$ cat config.mk
export PLATFORM = sky130hd
export DESIGN_NAME = wb_bus_watchdog
export DESIGN_NICKNAME = d
export VERILOG_FILES = /design/src/rtl/wb_common_pkg.sv /design/src/rtl/wb_bus_watchdog_cnt.sv /design/src/rtl/wb_bus_watchdog.sv
export SDC_FILE = /design/constraint.sdc
export NUM_CORES = 1
export LEC_CHECK = 0
export CELL_PAD_IN_SITES_DETAIL_PLACEMENT = 0
export CELL_PAD_IN_SITES_GLOBAL_PLACEMENT = 2
export CORE_ASPECT_RATIO = 1.5
export CORE_MARGIN = 4
export CORE_UTILIZATION = 15
export CTS_CLUSTER_DIAMETER = 200
export DETAILED_ROUTE_END_ITERATION = 12
export HOLD_SLACK_MARGIN = 0.12
export PLACE_DENSITY = 0.85
export SYNTH_ARGS = -nofsm -noshare
export SYNTH_HDL_FRONTEND = slang
export SYNTH_SLANG_ARGS = --single-unit
$ cat constraint.sdc
create_clock -name wb_clk_i -period 2.1 [get_ports wb_clk_i]
set_clock_uncertainty 0.1 [all_clocks]
set_input_delay 0.42 -clock wb_clk_i [delete_from_list [all_inputs] [get_ports wb_clk_i]]
set_output_delay 0.42 -clock wb_clk_i [all_outputs]
set_load 0.03 [all_outputs]
$ cat src/rtl/wb_common_pkg.sv
// Shared Wishbone B3 definitions: cycle-type and burst-type codes, the
// watchdog state encoding, and a small saturating-count helper.
package wb_common_pkg;

  localparam logic [2:0] CTI_CLASSIC = 3'b000;
  localparam logic [2:0] CTI_CONST   = 3'b001;
  localparam logic [2:0] CTI_INCR    = 3'b010;
  localparam logic [2:0] CTI_EOB     = 3'b111;

  localparam logic [1:0] BTE_LINEAR  = 2'b00;
  localparam logic [1:0] BTE_WRAP4   = 2'b01;
  localparam logic [1:0] BTE_WRAP8   = 2'b10;
  localparam logic [1:0] BTE_WRAP16  = 2'b11;

  typedef enum logic {
    IDLE  = 1'b0,
    ABORT = 1'b1
  } wd_state_e;

  function automatic logic [7:0] sat_inc8(input logic [7:0] v);
    return (v == 8'hFF) ? v : v + 8'd1;
  endfunction

endpackage

$ cat src/rtl/wb_bus_watchdog_cnt.sv
// Strobe-age counter. Counts strobed, unterminated cycles; "limit" marks the
// last cycle before an abort. It wraps to zero when incremented at the limit,
// because the top is in ABORT for the following cycle and a fresh strobe
// must start counting from zero afterwards.
module wb_bus_watchdog_cnt #(
  parameter int CNT_W   = 8,
  parameter int TIMEOUT = 255
) (
  input  logic clk,
  input  logic rst,
  input  logic inc,
  input  logic clr,
  output logic limit
);

  localparam logic [CNT_W-1:0] LIMIT_VAL = CNT_W'(TIMEOUT - 1);

  logic [CNT_W-1:0] cnt;

  assign limit = (cnt == LIMIT_VAL);

  // count register: clear has priority, wrap at the limit
  always_ff @(posedge clk) begin
    if (rst || clr) begin
      cnt <= '0;
    end else if (inc) begin
      cnt <= limit ? '0 : cnt + CNT_W'(1);
    end
  end

endmodule

$ cat src/rtl/wb_bus_watchdog.sv
// Wishbone bus watchdog between an or1200 master port and the interconnect.
// Requests and responses pass through combinationally; a strobe that stays
// unterminated for TIMEOUT cycles is aborted towards the slave and answered
// with a one-cycle error towards the CPU.
//
// state | meaning
// ------+-----------------------------------------------------------------
// IDLE  | pass-through; covers both no-access and counting (RUN) cycles
// ABORT | one cycle: slave request gated off, err returned to the master
module wb_bus_watchdog
  import wb_common_pkg::*;
#(
  parameter int AW      = 32,
  parameter int DW      = 32,
  parameter int TIMEOUT = 255,
  parameter int CNT_W   = 8
) (
  input  logic            wb_clk_i,
  input  logic            wb_rst_i,
  input  logic            enable_i,
  input  logic            clr_i,

  input  logic [AW-1:0]   wbm_adr_i,
  input  logic [DW-1:0]   wbm_dat_i,
  input  logic [DW/8-1:0] wbm_sel_i,
  input  logic            wbm_we_i,
  input  logic            wbm_cyc_i,
  input  logic            wbm_stb_i,
  input  logic [2:0]      wbm_cti_i,
  input  logic [1:0]      wbm_bte_i,
  output logic [DW-1:0]   wbm_dat_o,
  output logic            wbm_ack_o,
  output logic            wbm_err_o,
  output logic            wbm_rty_o,

  output logic [AW-1:0]   wbs_adr_o,
  output logic [DW-1:0]   wbs_dat_o,
  output logic [DW/8-1:0] wbs_sel_o,
  output logic            wbs_we_o,
  output logic            wbs_cyc_o,
  output logic            wbs_stb_o,
  output logic [2:0]      wbs_cti_o,
  output logic [1:0]      wbs_bte_o,
  input  logic [DW-1:0]   wbs_dat_i,
  input  logic            wbs_ack_i,
  input  logic            wbs_err_i,
  input  logic            wbs_rty_i,

  output logic            irq_o,
  output logic [AW-1:0]   err_adr_o,
  output logic [7:0]      err_cnt_o
);

  wd_state_e state, state_nxt;

  logic strobe;
  logic term;
  logic cnt_inc;
  logic cnt_clr;
  logic cnt_limit;
  logic timeout;

  assign strobe  = wbm_cyc_i & wbm_stb_i;
  assign term    = wbs_ack_i | wbs_err_i | wbs_rty_i;
  // Counting only happens in pass-through; any other cycle restarts the age.
  assign cnt_inc = (state == IDLE) & enable_i & strobe & ~term;
  assign cnt_clr = ~cnt_inc;
  assign timeout = cnt_inc & cnt_limit;

  wb_bus_watchdog_cnt #(
    .CNT_W   (CNT_W),
    .TIMEOUT (TIMEOUT)
  ) u_cnt (
    .clk   (wb_clk_i),
    .rst   (wb_rst_i),
    .inc   (cnt_inc),
    .clr   (cnt_clr),
    .limit (cnt_limit)
  );

  // state register
  always_ff @(posedge wb_clk_i) begin
    if (wb_rst_i) begin
      state <= IDLE;
    end else begin
      state <= state_nxt;
    end
  end

  // next state: ABORT is entered on timeout and always lasts one cycle
  always_comb begin
    state_nxt = state;
    case (state)
      IDLE:    if (timeout) state_nxt = ABORT;
      ABORT:   state_nxt = IDLE;
      default: state_nxt = IDLE;
    endcase
  end

  assign wbs_adr_o = wbm_adr_i;
  assign wbs_dat_o = wbm_dat_i;
  assign wbs_sel_o = wbm_sel_i;
  assign wbs_we_o  = wbm_we_i;
  assign wbs_cti_o = wbm_cti_i;
  assign wbs_bte_o = wbm_bte_i;
  assign wbm_dat_o = wbs_dat_i;

  // handshake mux: pass-through, or gate the slave and answer err in ABORT
  always_comb begin
    wbs_cyc_o = wbm_cyc_i;
    wbs_stb_o = wbm_stb_i;
    wbm_ack_o = wbs_ack_i;
    wbm_err_o = wbs_err_i;
    wbm_rty_o = wbs_rty_i;
    if (state == ABORT) begin
      wbs_cyc_o = 1'b0;
      wbs_stb_o = 1'b0;
      wbm_ack_o = 1'b0;
      wbm_err_o = 1'b1;
      wbm_rty_o = 1'b0;
    end
  end

  // fault log: the irq set on ABORT exit beats a coincident clear
  always_ff @(posedge wb_clk_i) begin
    if (wb_rst_i) begin
      irq_o     <= 1'b0;
      err_adr_o <= '0;
      err_cnt_o <= '0;
    end else if (state == ABORT) begin
      irq_o     <= 1'b1;
      err_adr_o <= wbm_adr_i;
      err_cnt_o <= sat_inc8(err_cnt_o);
    end else if (clr_i) begin
      irq_o     <= 1'b0;
    end
  end

endmodule

==> Word-level counts from Yosys, hierarchy flattened <==
Index checks and enable logic that the tools add are counted.
{ "word_totals": {"input_bits": 115, "elab_cells": 33, "out_inout_bits": 152, "regBits": 50} }
{ "classes": {"add_sub_neg": 2, "n_eq_ne": 2, "n_bitwise": 11, "mux": 10, "n_reduce_logical": 3} }
{ "ops": {"columns": ["cell", "count"], "rows": [
  ["$add A8 B1 Y8 const B", 2],
  ["$eq A8 B8 Y1 const B", 2],
  ["$mux W1", 8],
  ["$mux W8", 1],
  ["$and A1 B1 Y1", 5],
  ["$not A1 Y1", 4],
  ["$or A1 B1 Y1", 2],
  ["$pmux W1 S2", 1],
  ["$reduce_and A2 Y1", 1],
  ["$reduce_bool A2 Y1", 1],
  ["$logic_or A1 B1 Y1", 1]
]} }

==> Longest topological paths before layout <==
Gate-level depths: netlist of the first run.
{ "logic_depth": {"depth_word": 7, "depth_mapped": 6, "mapped_depth_nobuf": 5} }

==> Hierarchy <==
From an unflattened synthesis of the first run, not the netlist that was laid out.
{ "hier_totals": {"cells_unflattened": 315, "hier_area_um2": 2864.0} }
{ "by_module_without_submodules": {"columns": ["mod", "seq_area_each_um2", "cells_each", "area_each_um2", "instances"], "rows": [
  ["wb_bus_watchdog", 840.8, 273, 2494.9, 1],
  ["wb_bus_watchdog_cnt", 160.2, 42, 369.1, 1]
]} }

==> Worst setup path after synthesis of the first run <==
No wires, ideal clock.
{ "synth_timing": {"path_kind": "flip-flop to flip-flop", "from": "reg err_cnt_o[0]", "to": "reg err_cnt_o[1]", "period_less_slack_ns": 1.943, "stages_incl_launch_ff": 6, "t_required_ns": 1.872, "path_buffers": 0, "setup_slack_ns": 0.157, "setup_time_ns": 0.128, "arrival_ns": 1.715, "path_cell_list": "dfxtp_1 > ha_1 > nand2_1 > o31ai_1 > mux2i_1 > nor2_1"} }
{ "synth_between": {"elab_chain_len": 3, "word_cells_on_any_way": 4, "classes_between": "1 x add/sub; 1 x eq/ne; 1 x bitwise; 1 x reduce/logical"} }
{ "synth_lines": {"columns": ["element", "line_no", "source"], "rows": [
  ["start: declaration", "wb_bus_watchdog.sv:51", "output logic [7:0] err_cnt_o"],
  ["start signal: assignment", "wb_bus_watchdog.sv:133", "err_cnt_o <= sat_inc8(err_cnt_o);"],
  ["parallel branches: the longest is 3 deep, another holds $add A8 B1 Y8", null, null]
]} }
Several ways; the timed one is not identified.
A chain may end at the register's enable or synchronous reset.

==> Final worst setup path of the first run <==
{ "layout_timing": {"from": "reg err_cnt_o[3]", "to": "out err_cnt_o[3]"} }
No word-level cell between the ends.

==> impl_metrics.csv, run 1 <==
group,metric,value,unit
status,status,"finished, final reports clean",
place,hpwl,5680,um
worst_hold_path,holdPathStages,2,
global_route,grt_pass1_wl,10900,um
detailed_routing,route.detailed.drc,0,
critical_path,cp_cell_sequence,"clkdlybuf4s50_1",
power_and_ir_drop,power_leakage,1.28,nW
worst_hold_path,hold_path_class,"flop to flop",
layout,synthToLayoutAreaGrowth,26.6,%
critical_path,critical-path-max-stage-delay,740,ps
detailed_routing,drtAntennaViolNets,0,
sta,relSlewSlack,63.4,%
synthesis,yosysTopAreaCell,"dfxtp_1",
sta,drv_slew,0,
sta,grt_setup_unrepaired,"false",
critical_path,path_class,"flop to output port",
detailed_routing,dr.pass1.iters,4,
synthesis,synth_cell_types,31,
sta,tns,0,ps
synthesis,ys.flop_type,"dfxtp_1",
sta,fmax,501,MHz
cts,h-tree-depth,2,
critical_path,critPathSlowestCell,"clkdlybuf4s50_1",
cts,clk_pin_slew,60,ps
critical_path,crit_path_max_fanout,7,
critical_path,end_kind,"output port",
synthesis,syn_area_per_cell,9.02,sq um
cts,clock_latency,290,ps
detailed_routing,viasPerCell,3.74,
detailed_routing,wl_per_cell,13.2,um
flow_run,max-cap-violations,0,
sta,setup_violations,0,
synthesis,ys_seq_area_share,36.1,%
critical_path,worstSetupStartpointType,"flop",
floorplanning,initial_core_util,15.4,%
critical_path,crit_arrival,1480,ps
floorplanning,die_h,174,um
cts,cts_tree,"done",
critical_path,reg2regPathDepth,6,
floorplanning,die_area,0.0208,sq mm
floorplanning,die_w,119,um
cts,numCtsBuffers,5,
power_and_ir_drop,powerDensity,577,mW/mm^2
synthesis,ys_top_cells_by_area,"dfxtp_1 36%, buf_4 29%, mux2i_1 12%, nor2_1 6.0%, xor2_1 1.6%",
synthesis,ys_async_sr_fraction,0,%
synthesis,synth_area,0.00277,sq mm
synthesis,synth_edf_count,0,
critical_path,r2r_setup_slack,420,ps
global_route,grtUsageTotal,6.76,%
detailed_routing,vias,2029,
cts,root_buffer,"clkbuf_16",
synthesis,synth_fp_nets,425,
sta,tightest_slew,549,ps
sta,post-route-period-util,95.1,%
cts,clk_path_buf_depth,2,
critical_path,reg2reg_to,"err_cnt_o[4]",
sta,fin_crit,2000,ps
synthesis,ys_warn_count,0,
global_route,first_global_vias,2092,
synthesis,synth_top_area_share,36.1,%
sta,hold_violations,0,
critical_path,crit_family,"buffers and inverters",
layout,drive_above_1_share,17.8,%
global_route,gr-total-overflow,0,
synthesis,ys_ff_latch,50,
critical_path,timing.critical_path.buf_inv,1,
power_and_ir_drop,vdd.ir_drop.worst,0.263,mV
detailed_routing,drt_wl_total,7160,um
layout,fin_nets,442,
place,gp_congestion,0.677,
synthesis,syn_inst,307,
layout,n_antenna_cell,0,
critical_path,rr_startpoint,"err_cnt_o[0]",
floorplanning,core_area,0.0180,sq mm
layout,fin_util,19.5,%
worst_hold_path,whs_endpoint,"u_cnt.cnt[7]",
worst_hold_path,hp-start,"u_cnt.cnt[7]",
floorplanning,io_pins,267,
global_route,grt_start_max_net_pins,25,
cts,ctsHoldBuffers,0,
floorplanning,rows,60,
global_route,antenna_found_initial,0,
cts,cts.sinks,50,
detailed_routing,drtIter0Drc,36,
critical_path,required,1580,ps
place,port_buffers,118,
-- power breakdown --
group          switching [mW]  internal [mW]  leakage, nW
clock network           0.348          0.473       0.0739
logic                   0.132          0.123        0.804
registers            0.000160          0.948        0.403
-- cell type report --
class / instances / area, sq um
Fill cell: 1994 / 14500
Clock inverter: 1 / 5.00
Clock buffer: 7 / 143
Multi-Input combinational cell: 138 / 912
Inverter: 2 / 7.51
Tap cell: 217 / 272
Timing Repair Buffer: 127 / 1170
Sequential cell: 50 / 1000
-- logic make-up (layout without fill, tap and decap cells) --
logic type               count (synthesis)  in the layout  synth area share (%)
AND/OR/NAND/NOR                         82             82                  14.6
flip-flops                              50             50                  36.1
multiplexers                            34             34                  12.3
XOR/XNOR                                 5              5                  1.58
adder cells (fa/ha/maj)                  3              3                  1.36
AO/OA/AOI/OAI                           14             14                  3.12
buffers and inverters                  119            137                  30.9
-- sequential cells by signal, indices dropped and copies added, names as in the netlist --
signal / cells
err_cnt_o: 8
state: 1
u_cnt.cnt: 8
err_adr_o: 32
irq_o: 1
-- stage by stage --
| stage | setup WS [ps] | power, mW | instances | cell area (sq um) | hold WS [ps] |
|---|---|---|---|---|---|
| 6_report | 103 | 2.02 | 542 | 3510 | 388 |
| 5_1_grt | 18.0 | 2.13 | 542 | 3510 | 418 |
| 4_1_cts | 19.4 | 2.09 | 542 | 3500 | 384 |
| 3_5_place_dp | -79.1 | 1.23 | 534 | 3360 | 372 |
| 3_3_place_gp | -12.5 | 1.23 | 534 | 3360 | 368 |
| 2_1_floorplan | 157 | 1.38 | 307 | 2770 | 337 |
-- cells in the final DEF (no fill, tap or decap), types with 2 or more instances in the layout --
master and instances:
buf_4 45, o21ai_0 2, clkdlybuf4s50_1 79, xor2_1 5, nor2_1 44, nand4_1 3
and4_1 2, ha_1 3, o31ai_1 3, nand2_1 6, nand3_1 6, inv_1 2
mux2i_1 34, and3_1 4, or4_1 3, nor2b_1 6, dfxtp_1 49, a21oi_1 5
clkbuf_16 5, nor3_1 2
-- cell usage after synthesis, types with 2 or more instances --
cell and instances:
nor2_1 44, o31ai_1 3, nand2_1 6, nor3_1 2
and4_1 2, xor2_1 5, nand4_1 3, o21ai_0 2
clkbuf_1 6, dfxtp_1 50, inv_1 2, buf_4 106
ha_1 3, nand3_1 6, mux2i_1 34, buf_2 4
and3_1 4, nor2b_1 6, a21oi_1 5, or4_1 3
-- timing repair --
action                     CTS  global route
hold endpoints to repair     0             0
gates resized for setup      0             1
setup endpoints to repair    0             1
buffers inserted             0             0
-- worst max path at each step --
stage                 startpoint            to  slack [ps]  depth (start not counted)
finish              err_cnt_o[3]  err_cnt_o[3]         100                          1
global route        err_cnt_o[0]  err_cnt_o[0]          20                          1
CTS                 err_cnt_o[2]  err_cnt_o[2]          20                          1
detailed placement     wbm_stb_i  u_cnt.cnt[7]         -80                          6
global placement       wbm_stb_i  u_cnt.cnt[7]         -10                          6
floorplan           err_cnt_o[0]  err_cnt_o[1]         160                          5
-- routing by layer --
layer	routed length [um]	track usage (%)
met4	449	5.36
met5	0	0
met1	2420	6.46
met2	3550	11.3
met3	735	2.86
No activity file was read; power rests on OpenSTA's default activity.
==> run 2, diff against run 1 <==
- CORE_ASPECT_RATIO: 1.5 -> unset
==> run 2 against run 1 <==
Cell count increased by 1.7%. Sequential power about the same. Combinational power decreased by 2%. Largest cell class unchanged. Die area decreased by 0.22%.
==> impl_metrics.csv, run 2 (same netlist as run 1, synthesis figures left out) <==
group,metric,value,unit
global_route,grt_pass1_wl,9430,um
layout,fin_nets,439,
critical_path,rr_startpoint,"err_cnt_o[0]",
cts,cts_resized,0,
power_and_ir_drop,powerDensity,602,mW/mm^2
place,gp_congestion,0.685,
worst_hold_path,hold_path_class,"input port to flop",
sta,setup_violations,0,
cts,clk_pin_slew,70,ps
cts,clk_path_buf_depth,2,
layout,final_area,0.00351,sq mm
floorplanning,die_h,144,um
sta,tns,0,ps
cts,ctsHoldBuffers,0,
layout,synthToLayoutAreaGrowth,26.9,%
power_and_ir_drop,switching_share,23.1,%
sta,fin_crit,2000,ps
cts,h-tree-depth,2,
global_route,first_global_vias,1972,
critical_path,end_kind,"output port",
place,hpwl,5220,um
status,status,"finished, final reports clean",
power_and_ir_drop,clkPwrFrac,43.4,%
layout,n_antenna_cell,0,
power_and_ir_drop,p_sw,0.489,mW
layout,fillers,1977,
cts,numCtsBuffers,5,
cts,root_buffer,"clkbuf_16",
layout,final_common_cell,"clkdlybuf4s50_1",
critical_path,required,1580,ps
layout,drive_above_1_share,17.4,%
flow_run,max-cap-violations,0,
floorplanning,die_w,144,um
floorplanning,die_area,0.0207,sq mm
global_route,gr-total-overflow,0,
layout,top_regs,"err_adr_o (32), err_cnt_o (8), u_cnt.cnt (8)",
sta,fmax,501,MHz
detailed_routing,wl_per_cell,11.8,um
cts,clock_latency,290,ps
power_and_ir_drop,power_frac_comb,11.8,%
critical_path,startpoint,"err_cnt_o[3]",
place,place_area,0.00335,sq mm
critical_path,crit_path_max_fanout,7,
power_and_ir_drop,power_leakage,1.26,nW
detailed_routing,viasPerCell,3.57,
floorplanning,initial_core_util,15.3,%
sta,drv_slew,0,
power_and_ir_drop,power.internal,1.63,mW
detailed_routing,drt_wl_total,6510,um
detailed_routing,dr.pass1.iters,4,
cts,cts_tree,"done",
detailed_routing,route.detailed.drc,0,
floorplanning,core_area,0.0181,sq mm
cts,cts.sinks,50,
global_route,grtUsageTotal,5.74,%
place,port_buffers,118,
critical_path,crit_arrival,1480,ps
layout,largest-register,"err_adr_o",
critical_path,timing.critical_path.buf_inv,1,
sta,tightest_slew,477,ps
critical_path,worstSetupStartpointType,"flop",
critical_path,crit_family,"buffers and inverters",
cts,cts_setup_buffers,0,
critical_path,path_class,"flop to output port",
critical_path,critPathSlowestCell,"clkdlybuf4s50_1",
floorplanning,rows,49,
sta,post-route-period-util,95.1,%
sta,grt_setup_unrepaired,"false",
floorplanning,io_pins,267,
critical_path,critical-path-max-stage-delay,740,ps
sta,hold_violations,0,
detailed_routing,drtAntennaViolNets,0,
global_route,grt_start_max_net_pins,22,
power_and_ir_drop,vdd.ir_drop.worst,0.298,mV
critical_path,cp_cell_sequence,"clkdlybuf4s50_1",
worst_hold_path,hp-start,"wb_rst_i",
layout,largest_register_ffs,32,
layout,final_cell_mix,"80 x clkdlybuf4s50_1, 49 x dfxtp_1, 44 x nor2_1, 42 x buf_4, 34 x mux2i_1",
detailed_routing,vias,1967,
global_route,antenna_found_initial,0,
sta,relSlewSlack,67.7,%
detailed_routing,drtIter0Drc,29,
power_and_ir_drop,p_seq_share,44.8,%
run 2: cell types whose count changed in the layout (fill, tap and decap cells not counted):
| cell | previous run | this run |
|---|---|---|
| buf_4 | 45 | 42 |
| bufinv_16 | 0 | 1 |
| clkbuf_1 | 1 | 0 |
| clkbuf_8 | 1 | 0 |
| clkdlybuf4s50_1 | 79 | 80 |
| clkinv_2 | 1 | 2 |
| dlymetal6s2s_1 | 1 | 0 |
run 2: layout make-up:
type | count | area, sq um | share of cell area (%)
clock inverters | 3 | 40.0 | 1.14
clock buffers | 5 | 125 | 3.56
multi-input cells | 138 | 912 | 26.0
inverters | 2 | 7.51 | 0.214
flip-flops and latches | 50 | 1000 | 28.5
repair buffers | 124 | 1140 | 32.5
well taps | 229 | 287 | 8.15
run 2: routing by layer:
layer,global-route usage (%),share of wire (%)
met3,2.53,12
met4,2.78,2.9
met5,0,0
met2,9.70,45
met1,6.12,40
run 2: path summary, 6_finish.rpt:
kind / cells past startpoint / end / slack [ps]
max: 1 / err_cnt_o[3] / 100
min: 2 / err_cnt_o[0] / 370
max reg2reg: 6 / err_cnt_o[4] / 370
min reg2reg: 1 / u_cnt.cnt[0] / 380
run 2: metrics by stage:
stage          hold WS [ps]  util [%]  total power [mW]  setup WS (ps)  std cells
6_report                370      19.4              2.12            104        551
5_1_grt                 396      19.4              2.23           41.6        551
4_1_cts                 370      19.4              2.18           72.3        551
3_5_place_dp            366      18.5              1.22          -62.0        543
3_3_place_gp            360      18.5              1.22          -13.2        543
2_1_floorplan           337         -              1.38            157        307
run 2: power by group through the flow:
stage / registers (mW) / clock network, mW / logic, mW
6_report: 0.948 / 0.918 / 0.250
5_1_grt: 0.947 / 1.01 / 0.265
4_1_cts: 0.947 / 0.979 / 0.254
3_5_place_dp: 0.970 / 0 / 0.254
3_3_place_gp: 0.970 / 0 / 0.253
2_1_floorplan: 0.970 / 0 / 0.410
==> run 3, diff against run 2 <==
- CAP_MARGIN: unset -> 20
==> results of run 3 <==
The final DEF is identical to that of run 2; final timing and power are the same.
